**src/rtl/if_id_skid_pkg.sv**
```systemverilog
// Shared types for the IF/ID skid buffer: occupancy state encoding.
package if_id_skid_pkg;

  typedef enum logic [1:0] {
    ST_EMPTY = 2'd0,
    ST_ONE   = 2'd1,
    ST_FULL  = 2'd2
  } skid_state_e;

endpackage

```
**src/rtl/if_id_skid_pipeline_reg_en.sv**
```systemverilog
// Enabled pipeline register with an asynchronous, active-high reset value.
module pipeline_reg_en #(
  parameter int               WIDTH     = 8,
  parameter logic [WIDTH-1:0] RESET_VAL = '0
) (
  input  logic             clk,
  input  logic             reset,
  input  logic             en,
  input  logic [WIDTH-1:0] d,
  output logic [WIDTH-1:0] q
);

  always_ff @(posedge clk or posedge reset) begin
    if (reset)   q <= RESET_VAL;
    else if (en) q <= d;
  end

endmodule

```
**src/rtl/if_id_skid.sv**
```systemverilog
// IF->ID two-entry skid buffer: main entry drives ID, skid entry absorbs one
// extra fetch so in_ready can be a flop rather than a function of out_ready.
`ifndef INST_NOP
`define INST_NOP 32'h00000013
`endif

module if_id_skid
  import if_id_skid_pkg::*;
#(
  parameter int                 ADDR_W  = 32,
  parameter int                 INSTR_W = 32,
  parameter logic [INSTR_W-1:0] NOP_VAL = `INST_NOP
) (
  input  logic               clk,
  input  logic               reset,
  input  logic               in_valid,
  output logic               in_ready,
  input  logic [ADDR_W-1:0]  in_addr,
  input  logic [INSTR_W-1:0] in_instr,
  input  logic               in_pred,
  input  logic               flush,
  output logic               out_valid,
  input  logic               out_ready,
  output logic [ADDR_W-1:0]  out_addr,
  output logic [INSTR_W-1:0] out_instr,
  output logic               out_pred
);

  localparam int             PW        = ADDR_W + INSTR_W + 1;
  localparam logic [PW-1:0]  IDLE_WORD = {{ADDR_W{1'b0}}, NOP_VAL, 1'b0};

  skid_state_e   state, state_nxt;
  logic          in_ready_q;
  logic          in_fire, out_fire;
  logic          main_en, skid_en, main_from_skid;
  logic [PW-1:0] in_word, main_d, main_q, skid_q;

  assign in_word   = {in_addr, in_instr, in_pred};
  assign out_valid = (state != ST_EMPTY);
  assign in_ready  = in_ready_q;
  assign in_fire   = in_valid & in_ready_q;
  assign out_fire  = out_valid & out_ready;

  always_comb begin
    state_nxt      = state;
    main_en        = 1'b0;
    skid_en        = 1'b0;
    main_from_skid = 1'b0;
    if (flush) begin
      state_nxt = ST_EMPTY;
    end else begin
      case (state)
        ST_EMPTY: begin
          if (in_fire) begin
            state_nxt = ST_ONE;
            main_en   = 1'b1;
          end
        end
        ST_ONE: begin
          case ({in_fire, out_fire})
            2'b10: begin
              state_nxt = ST_FULL;
              skid_en   = 1'b1;
            end
            2'b01:   state_nxt = ST_EMPTY;
            2'b11:   main_en   = 1'b1;
            default: state_nxt = ST_ONE;
          endcase
        end
        ST_FULL: begin
          // in_ready is low here, so only a drain can happen
          if (out_fire) begin
            state_nxt      = ST_ONE;
            main_en        = 1'b1;
            main_from_skid = 1'b1;
          end
        end
        default: state_nxt = ST_EMPTY;
      endcase
    end
  end

  // in_ready is registered from the next state: ready unless skid will be occupied
  always_ff @(posedge clk or posedge reset) begin
    if (reset) begin
      state      <= ST_EMPTY;
      in_ready_q <= 1'b1;
    end else begin
      state      <= state_nxt;
      in_ready_q <= (state_nxt != ST_FULL);
    end
  end

  assign main_d = main_from_skid ? skid_q : in_word;

  pipeline_reg_en #(.WIDTH(PW), .RESET_VAL(IDLE_WORD)) u_main (
    .clk   (clk),
    .reset (reset),
    .en    (main_en),
    .d     (main_d),
    .q     (main_q)
  );

  pipeline_reg_en #(.WIDTH(PW), .RESET_VAL('0)) u_skid (
    .clk   (clk),
    .reset (reset),
    .en    (skid_en),
    .d     (in_word),
    .q     (skid_q)
  );

  assign {out_addr, out_instr, out_pred} = out_valid ? main_q : IDLE_WORD;

endmodule

```
**config.mk**
```make
export PLATFORM = sky130hd
export DESIGN_NAME = if_id_skid
export DESIGN_NICKNAME = d
export VERILOG_FILES = /design/src/rtl/if_id_skid_pkg.sv /design/src/rtl/if_id_skid_pipeline_reg_en.sv /design/src/rtl/if_id_skid.sv
export SDC_FILE = /design/constraint.sdc
export NUM_CORES = 1
export LEC_CHECK = 0
export CAP_MARGIN = 20
export CELL_PAD_IN_SITES_DETAIL_PLACEMENT = 0
export CELL_PAD_IN_SITES_GLOBAL_PLACEMENT = 1
export CORE_ASPECT_RATIO = 2
export CORE_MARGIN = 5
export CORE_UTILIZATION = 44
export CTS_BUF_LIST = sky130_fd_sc_hd__clkbuf_2 sky130_fd_sc_hd__clkbuf_4 sky130_fd_sc_hd__clkbuf_8
export DETAILED_ROUTE_END_ITERATION = 12
export PLACE_DENSITY_LB_ADDON = 0.1
export SYNTH_ARGS = -nofsm -noshare
export SYNTH_HDL_FRONTEND = slang
export SYNTH_SLANG_ARGS = --single-unit
```
**constraint.sdc**
```tcl
create_clock -name clk -period 16.4 [get_ports clk]
set_clock_uncertainty 0.2 [all_clocks]
set_input_delay 4.92 -clock clk [delete_from_list [all_inputs] [get_ports clk]]
set_output_delay 4.92 -clock clk [all_outputs]
set_load 0.02 [all_outputs]
```
==> impl_metrics.env, run 1 <==
export IMPL_status="finished, final reports clean"
export IMPL_placementRows=60
export IMPL_hold_viol_final=0
export IMPL_synth_mux_area_share_pct=22.9
export IMPL_path_buf_inv=2
export IMPL_drtAntennaViolNets=0
export IMPL_start_util_pct=44.7
export IMPL_finalCritPeriodShare_pct=46.6
export IMPL_antenna_cells=0
export IMPL_grt_setup_unrepaired="no"
export IMPL_grt_pass1_wl_mm=22.3
export IMPL_start_kind="register"
export IMPL_setup_tns_final_ns=0
export IMPL_drive_gt1_share_pct=17.4
export IMPL_setup_violations_final=0
export IMPL_track_usage_pct=17.2
export IMPL_reg2reg_from="state[0]"
export IMPL_cp_max_fo=34
export IMPL_leakage_nw=3.16
export IMPL_clockRootBuffer="clkbuf_8"
export IMPL_holdWs_ns=0.308
export IMPL_worst_pin_slew_ns=0.862
export IMPL_crit_type="register to output port"
export IMPL_peakVddDrop_uv=90.2
export IMPL_die_y_um=176
export IMPL_ys_warn_count=0
export IMPL_multi_input_area_um2=2500
export IMPL_post_dp_hpwl_mm=8.67
export IMPL_synth_compound_area_share_pct=5.82
export IMPL_port_buffers=136
export IMPL_cts_sinks=133
export IMPL_synth_top_family_by_area="multiplexers"
export IMPL_vias_per_cell=5.17
export IMPL_grt_overflow=0
export IMPL_final_common_cell="clkdlybuf4s50_1"
export IMPL_period_needed_ns=7.64
export IMPL_syn_avg_cell_area_um2=11.8
export IMPL_antenna_found_initial=0
export IMPL_drv_cap=0
export IMPL_drtIter0Drc=195
export IMPL_clockBufferDepth=2
export IMPL_path_depth=4
export IMPL_rrSetupSlack_ns=13.68
export IMPL_synth_fp_nets=581
export IMPL_relSlewSlack_pct=42.5
export IMPL_seq_area_frac_synth_pct=55.1
export IMPL_area_growth_pct=30.8
export IMPL_max_stage_delay_ns=0.61
export IMPL_ctsHtreeMaxLevel=4
export IMPL_grt_max_degree=70
export IMPL_crit_slowest_cell="clkdlybuf4s50_1"
export IMPL_r2r_end="u_main.q[4]"
export IMPL_cp_data_required_time_ns=11.28
export IMPL_min_path_type="register to register"
export IMPL_totalWireLength_mm=13.6
export IMPL_via_count=4164
export IMPL_grt_pass1_vias=4440
export IMPL_syn_inst=511
export IMPL_clk_latency_ns=0.43
export IMPL_cts_buffers=17
export IMPL_fillCellCount=1183
export IMPL_drc=0
export IMPL_critPathLaunch="state[0]"
export IMPL_cts_tree="built"
export IMPL_synth_xor_area_share_pct=0
export IMPL_post_cts_setup_buffers=0
export IMPL_core_area_um2=13500
export IMPL_synth_adder_area_share_pct=0
export IMPL_wl_per_cell_um=16.8
export IMPL_hold_buffers=0
export IMPL_drv_slew=0
export IMPL_first_pass_iters=4
export IMPL_netlist_area_um2=6040
export IMPL_path_clk_slew_ns=0.08
export IMPL_register_area_um2=3330
export IMPL_fp_dieW_um=92.9
export IMPL_cp_data_arrival_time_ns=2.52
export IMPL_end_kind="output port"
export IMPL_max_freq_mhz=131
export IMPL_path_delay_family="buffers and inverters"
export IMPL_yosys_cell_types_count=24
export IMPL_place_congestion=0.717
export IMPL_path_cells="or2_2 > buf_16 > and2_1 > clkdlybuf4s50_1"
export IMPL_die_area_um2=16300
export IMPL_final_nets=708
export IMPL_r2r_worst_path_cells=6
export IMPL_power_density_nw_per_um2=119
export IMPL_pin_count=137
export IMPL_crit_end="out_instr[6]"
export IMPL_cts_resized=0
export IMPL_final_cell_mix="clkdlybuf4s50_1, dfrtp_1, nor2_1"
export IMPL_yosys_register_bits=133
export IMPL_yosys_area_share_simple_pct=12.3
==> synthesized netlist by cell type <==
master | n | area [µm²]
dfstp_2 | 4 | 105
nand4b_1 | 1 | 8.76
buf_4 | 6 | 45.0
inv_1 | 1 | 3.75
mux2i_1 | 65 | 651
a31oi_1 | 1 | 6.26
nand3b_1 | 2 | 15.0
nand3_1 | 1 | 5.00
and3b_1 | 1 | 8.76
nand2_1 | 2 | 7.51
or2_2 | 1 | 6.26
nor2_1 | 68 | 255
buf_6 | 8 | 90.1
a21oi_1 | 65 | 325
nand2b_1 | 3 | 18.8
buf_2 | 13 | 65.1
a31oi_2 | 1 | 12.5
nand4bb_1 | 1 | 11.3
mux2_2 | 65 | 732
o21bai_1 | 1 | 7.51
clkbuf_1 | 8 | 30.0
and2_1 | 63 | 394
dfrtp_1 | 129 | 3230
and4bb_1 | 1 | 12.5
==> layer usage <==
| metal | global-route usage (%) | up-vias | part of all wire [%] |
|---|---|---|---|
| met5 | 0 | - | 0 |
| met2 | 30.8 | 93 | 53 |
| met1 | 20.1 | 2058 | 41 |
| met4 | 5.69 | 0 | 1.2 |
| met3 | 3.94 | 15 | 4.3 |
| li1 | - | 1998 | - |
==> power breakdown <==
group / total [W] / switching (W) / internal, W
sequential: 0.000449 / 0.0000388 / 0.000410
clock: 0.000276 / 0.000133 / 0.000143
combinational: 0.000216 / 0.0000971 / 0.000118
==> worst min-delay path by stage <==
stage                 start            to  slack, ns  depth (start not counted)
2_1_floorplan   u_main.q[1]   u_main.q[1]       0.28                          2
5_1_grt        u_skid.q[31]  u_skid.q[31]       0.32                          1
4_1_cts        u_skid.q[16]  u_skid.q[16]       0.31                          1
3_3_place_gp    u_main.q[5]   u_main.q[5]       0.29                          2
3_5_place_dp   u_skid.q[16]  u_skid.q[16]       0.29                          1
6_report       u_skid.q[13]  u_skid.q[13]       0.31                          1
==> cells by family (layout without fill, tap and decap cells) <==
| kind of cell | after synthesis | in the layout |
|---|---|---|
| multiplexers | 130 | 130 |
| buffers and inverters | 36 | 176 |
| flip-flops | 133 | 133 |
| AO/OA/AOI/OAI | 68 | 68 |
| AND/OR/NAND/NOR | 144 | 144 |
==> area by class of cell <==
class	instances	area share (%)
Multi-Input combinational cell	342	31.7
Clock inverter	13	1.87
Inverter	1	0.0791
Tap cell	155	2.45
Sequential cell	133	42.2
Timing Repair Buffer	143	18.6
Clock buffer	19	3.23
==> worst register-to-register path: stages (launching register included) <==
cell and delay, ns:
dfrtp_1 0.47, nand4bb_1 0.28, a31oi_4 0.21, buf_4 0.54, buf_4 0.69, nor2_1 0.12, a21oi_1 0.14
==> through the flow <==
stage / power (W) / utilization (%) / setup WS [ns] / area, µm² / std cells
3_5_place_dp: 0.000673 / 55.2 / 8.78 / 7450 / 772
5_1_grt: 0.000998 / 58.5 / 8.59 / 7910 / 806
6_report: 0.000941 / 58.5 / 8.76 / 7910 / 806
4_1_cts: 0.000954 / 58.1 / 8.47 / 7860 / 804
3_3_place_gp: 0.000662 / 55.0 / 8.88 / 7430 / 771
2_1_floorplan: 0.000582 / - / 7.73 / 6040 / 511
==> flip-flops by register name, indices dropped and copies added (netlist names) <==
signal / count
in_ready: 1
state: 2
u_main.q: 65
u_skid.q: 65
Power figures use the tool's default switching activity.
==> run 2, diff against run 1 <==
--- a/config.mk
+++ b/config.mk
@@ -10,7 +10,7 @@
 export CELL_PAD_IN_SITES_GLOBAL_PLACEMENT = 1
 export CORE_ASPECT_RATIO = 2
 export CORE_MARGIN = 5
-export CORE_UTILIZATION = 44
+export CORE_UTILIZATION = 37
 export CTS_BUF_LIST = sky130_fd_sc_hd__clkbuf_2 sky130_fd_sc_hd__clkbuf_4 sky130_fd_sc_hd__clkbuf_8
 export DETAILED_ROUTE_END_ITERATION = 12
 export PLACE_DENSITY_LB_ADDON = 0.1
==> constraint.sdc (replaced) <==
create_clock -name clk -period 6.8 [get_ports clk]
set_clock_uncertainty 0.2 [all_clocks]
set_input_delay 2.04 -clock clk [delete_from_list [all_inputs] [get_ports clk]]
set_output_delay 2.04 -clock clk [all_outputs]
set_load 0.02 [all_outputs]
==> impl_metrics.env, run 2 (same netlist as run 1, synthesis figures left out) <==
export IMPL_post_cts_setup_buffers=0
export IMPL_totalWireLength_mm=14.3
export IMPL_p_clk_share_pct=34.2
export IMPL_cts_resized=0
export IMPL_fillCellCount=1514
export IMPL_grt_pass1_wl_mm=23.5
export IMPL_setup_violations_final=0
export IMPL_register_area_um2=3330
export IMPL_vias_per_cell=4.85
export IMPL_wl_met1_mm=5.79
export IMPL_clockRootBuffer="clkbuf_8"
export IMPL_place_congestion=0.749
export IMPL_status="finished, final reports clean"
export IMPL_end_kind="output port"
export IMPL_fp_dieW_um=100
export IMPL_cts_buffers=17
export IMPL_cp_data_arrival_time_ns=2.53
export IMPL_hold_end="u_main.q[1]"
export IMPL_peakVddDrop_uv=180
export IMPL_die_y_um=191
export IMPL_drtIter0Drc=122
export IMPL_largest_registers="u_main.q x65, u_skid.q x65, state x2"
export IMPL_placementRows=66
export IMPL_grt_max_degree=94
export IMPL_via_count=4151
export IMPL_met3WireLength_um=550
export IMPL_pin_count=137
export IMPL_drv_cap=0
export IMPL_power_switching_w=0.000639
export IMPL_track_usage_pct=15.8
export IMPL_drv_slew=0
export IMPL_final_nets=708
export IMPL_holdWs_ns=0.301
export IMPL_setup_tns_final_ns=0
export IMPL_final_cells=855
export IMPL_reg2reg_from="state[0]"
export IMPL_post_dp_hpwl_mm=9.49
export IMPL_drc=0
export IMPL_antenna_cells=0
export IMPL_swShare_pct=26.1
export IMPL_wl_met2_mm=7.79
export IMPL_period_needed_ns=4.77
export IMPL_intPower_w=0.00181
export IMPL_multi_input_area_um2=2500
export IMPL_ctsHtreeMaxLevel=4
export IMPL_grt_overflow=0
export IMPL_dp_cells=821
export IMPL_cts_tree="built"
export IMPL_final_cell_mix="clkdlybuf4s50_1, dfrtp_1, nor2_1"
export IMPL_drive_gt1_share_pct=17.4
export IMPL_die_area_um2=19100
export IMPL_cp_max_fo=38
export IMPL_worst_pin_slew_ns=0.932
export IMPL_final_common_cell="clkdlybuf4s50_1"
export IMPL_antenna_found_initial=0
export IMPL_drtAntennaViolNets=0
export IMPL_rrSetupSlack_ns=4.16
export IMPL_power_density_nw_per_um2=303
export IMPL_highest_layer="met4"
export IMPL_whs_path_depth=2
export IMPL_hold_viol_final=0
export IMPL_start_kind="register"
export IMPL_wl_per_cell_um=16.8
export IMPL_area_growth_pct=33.8
export IMPL_cp_data_required_time_ns=4.56
export IMPL_start_util_pct=37.3
export IMPL_worstHoldStart="u_main.q[1]"
export IMPL_r2r_worst_path_cells=4
export IMPL_first_pass_iters=4
export IMPL_clockBufferDepth=2
export IMPL_grt_setup_unrepaired="no"
export IMPL_cts_sinks=133
export IMPL_relSlewSlack_pct=37.9
export IMPL_max_freq_mhz=210
export IMPL_clk_latency_ns=0.42
export IMPL_port_buffers=136
export IMPL_core_area_um2=16200
export IMPL_combPwrFrac_pct=21.6
export IMPL_hold_buffers=0
export IMPL_path_clk_slew_ns=0.07
export IMPL_sequentialPowerShare_pct=44.2
export IMPL_finalCritPeriodShare_pct=70.1
export IMPL_r2r_end="u_main.q[15]"
export IMPL_grt_pass1_vias=4508
export IMPL_min_path_type="register to register"
export IMPL_crit_type="register to output port"
export IMPL_leakage_nw=3.22
==> run 2: routing by layer <==
| metal | up-vias | GRT usage [%] |
|---|---|---|
| met5 | - | 0 |
| met4 | 0 | 4.72 |
| met3 | 16 | 3.59 |
| met2 | 88 | 28.6 |
| met1 | 2055 | 18.1 |
| li1 | 1992 | - |
==> run 2: worst max path at each step <==
stage | start | to | slack, ns | depth (start not counted)
floorplan | reset | state[0] | 1.01 | 1
global placement | flush | u_main.q[13] | 2.02 | 5
detailed placement | flush | u_main.q[8] | 2.00 | 5
CTS | state[0] | out_addr[30] | 1.92 | 4
global route | state[0] | out_addr[30] | 1.87 | 4
finish | state[0] | out_addr[30] | 2.03 | 4
==> run 2: through the flow <==
step | util (%) | power [W] | area [µm²] | setup slack [ns]
2_1_floorplan | - | 0.00140 | 6040 | 1.01
3_3_place_gp | 46.4 | 0.00160 | 7500 | 2.02
3_5_place_dp | 46.5 | 0.00164 | 7520 | 2.00
4_1_cts | 49.7 | 0.00249 | 8040 | 1.92
5_1_grt | 50.0 | 0.00259 | 8090 | 1.87
6_report | 50.0 | 0.00245 | 8090 | 2.03
==> run 2: worst max-delay path: stages, from the launching register on <==
cell             delay [ns]
dfrtp_1                0.49
or2_2                  0.52
buf_12                 0.27
and2_1                 0.20
clkdlybuf4s50_1        0.62
==> run 2: final cells by class <==
type	instances	share of cell area [%]
sequential	133	41.2
multi-input combinational	342	31.0
timing repair buffer	143	18.2
clock buffer	20	3.25
tap	204	3.16
clock inverter	12	3.11
inverter	1	0.108
==> run 2: power groups by stage <==
stage                     clock network, W  registers (W)  logic (W)
final                             0.000837        0.00108   0.000528
after global routing              0.000900        0.00111   0.000579
after CTS                         0.000865        0.00108   0.000538
after detailed placement                 0        0.00110   0.000537
after global placement                   0        0.00109   0.000517
after floorplan                          0        0.00107   0.000335
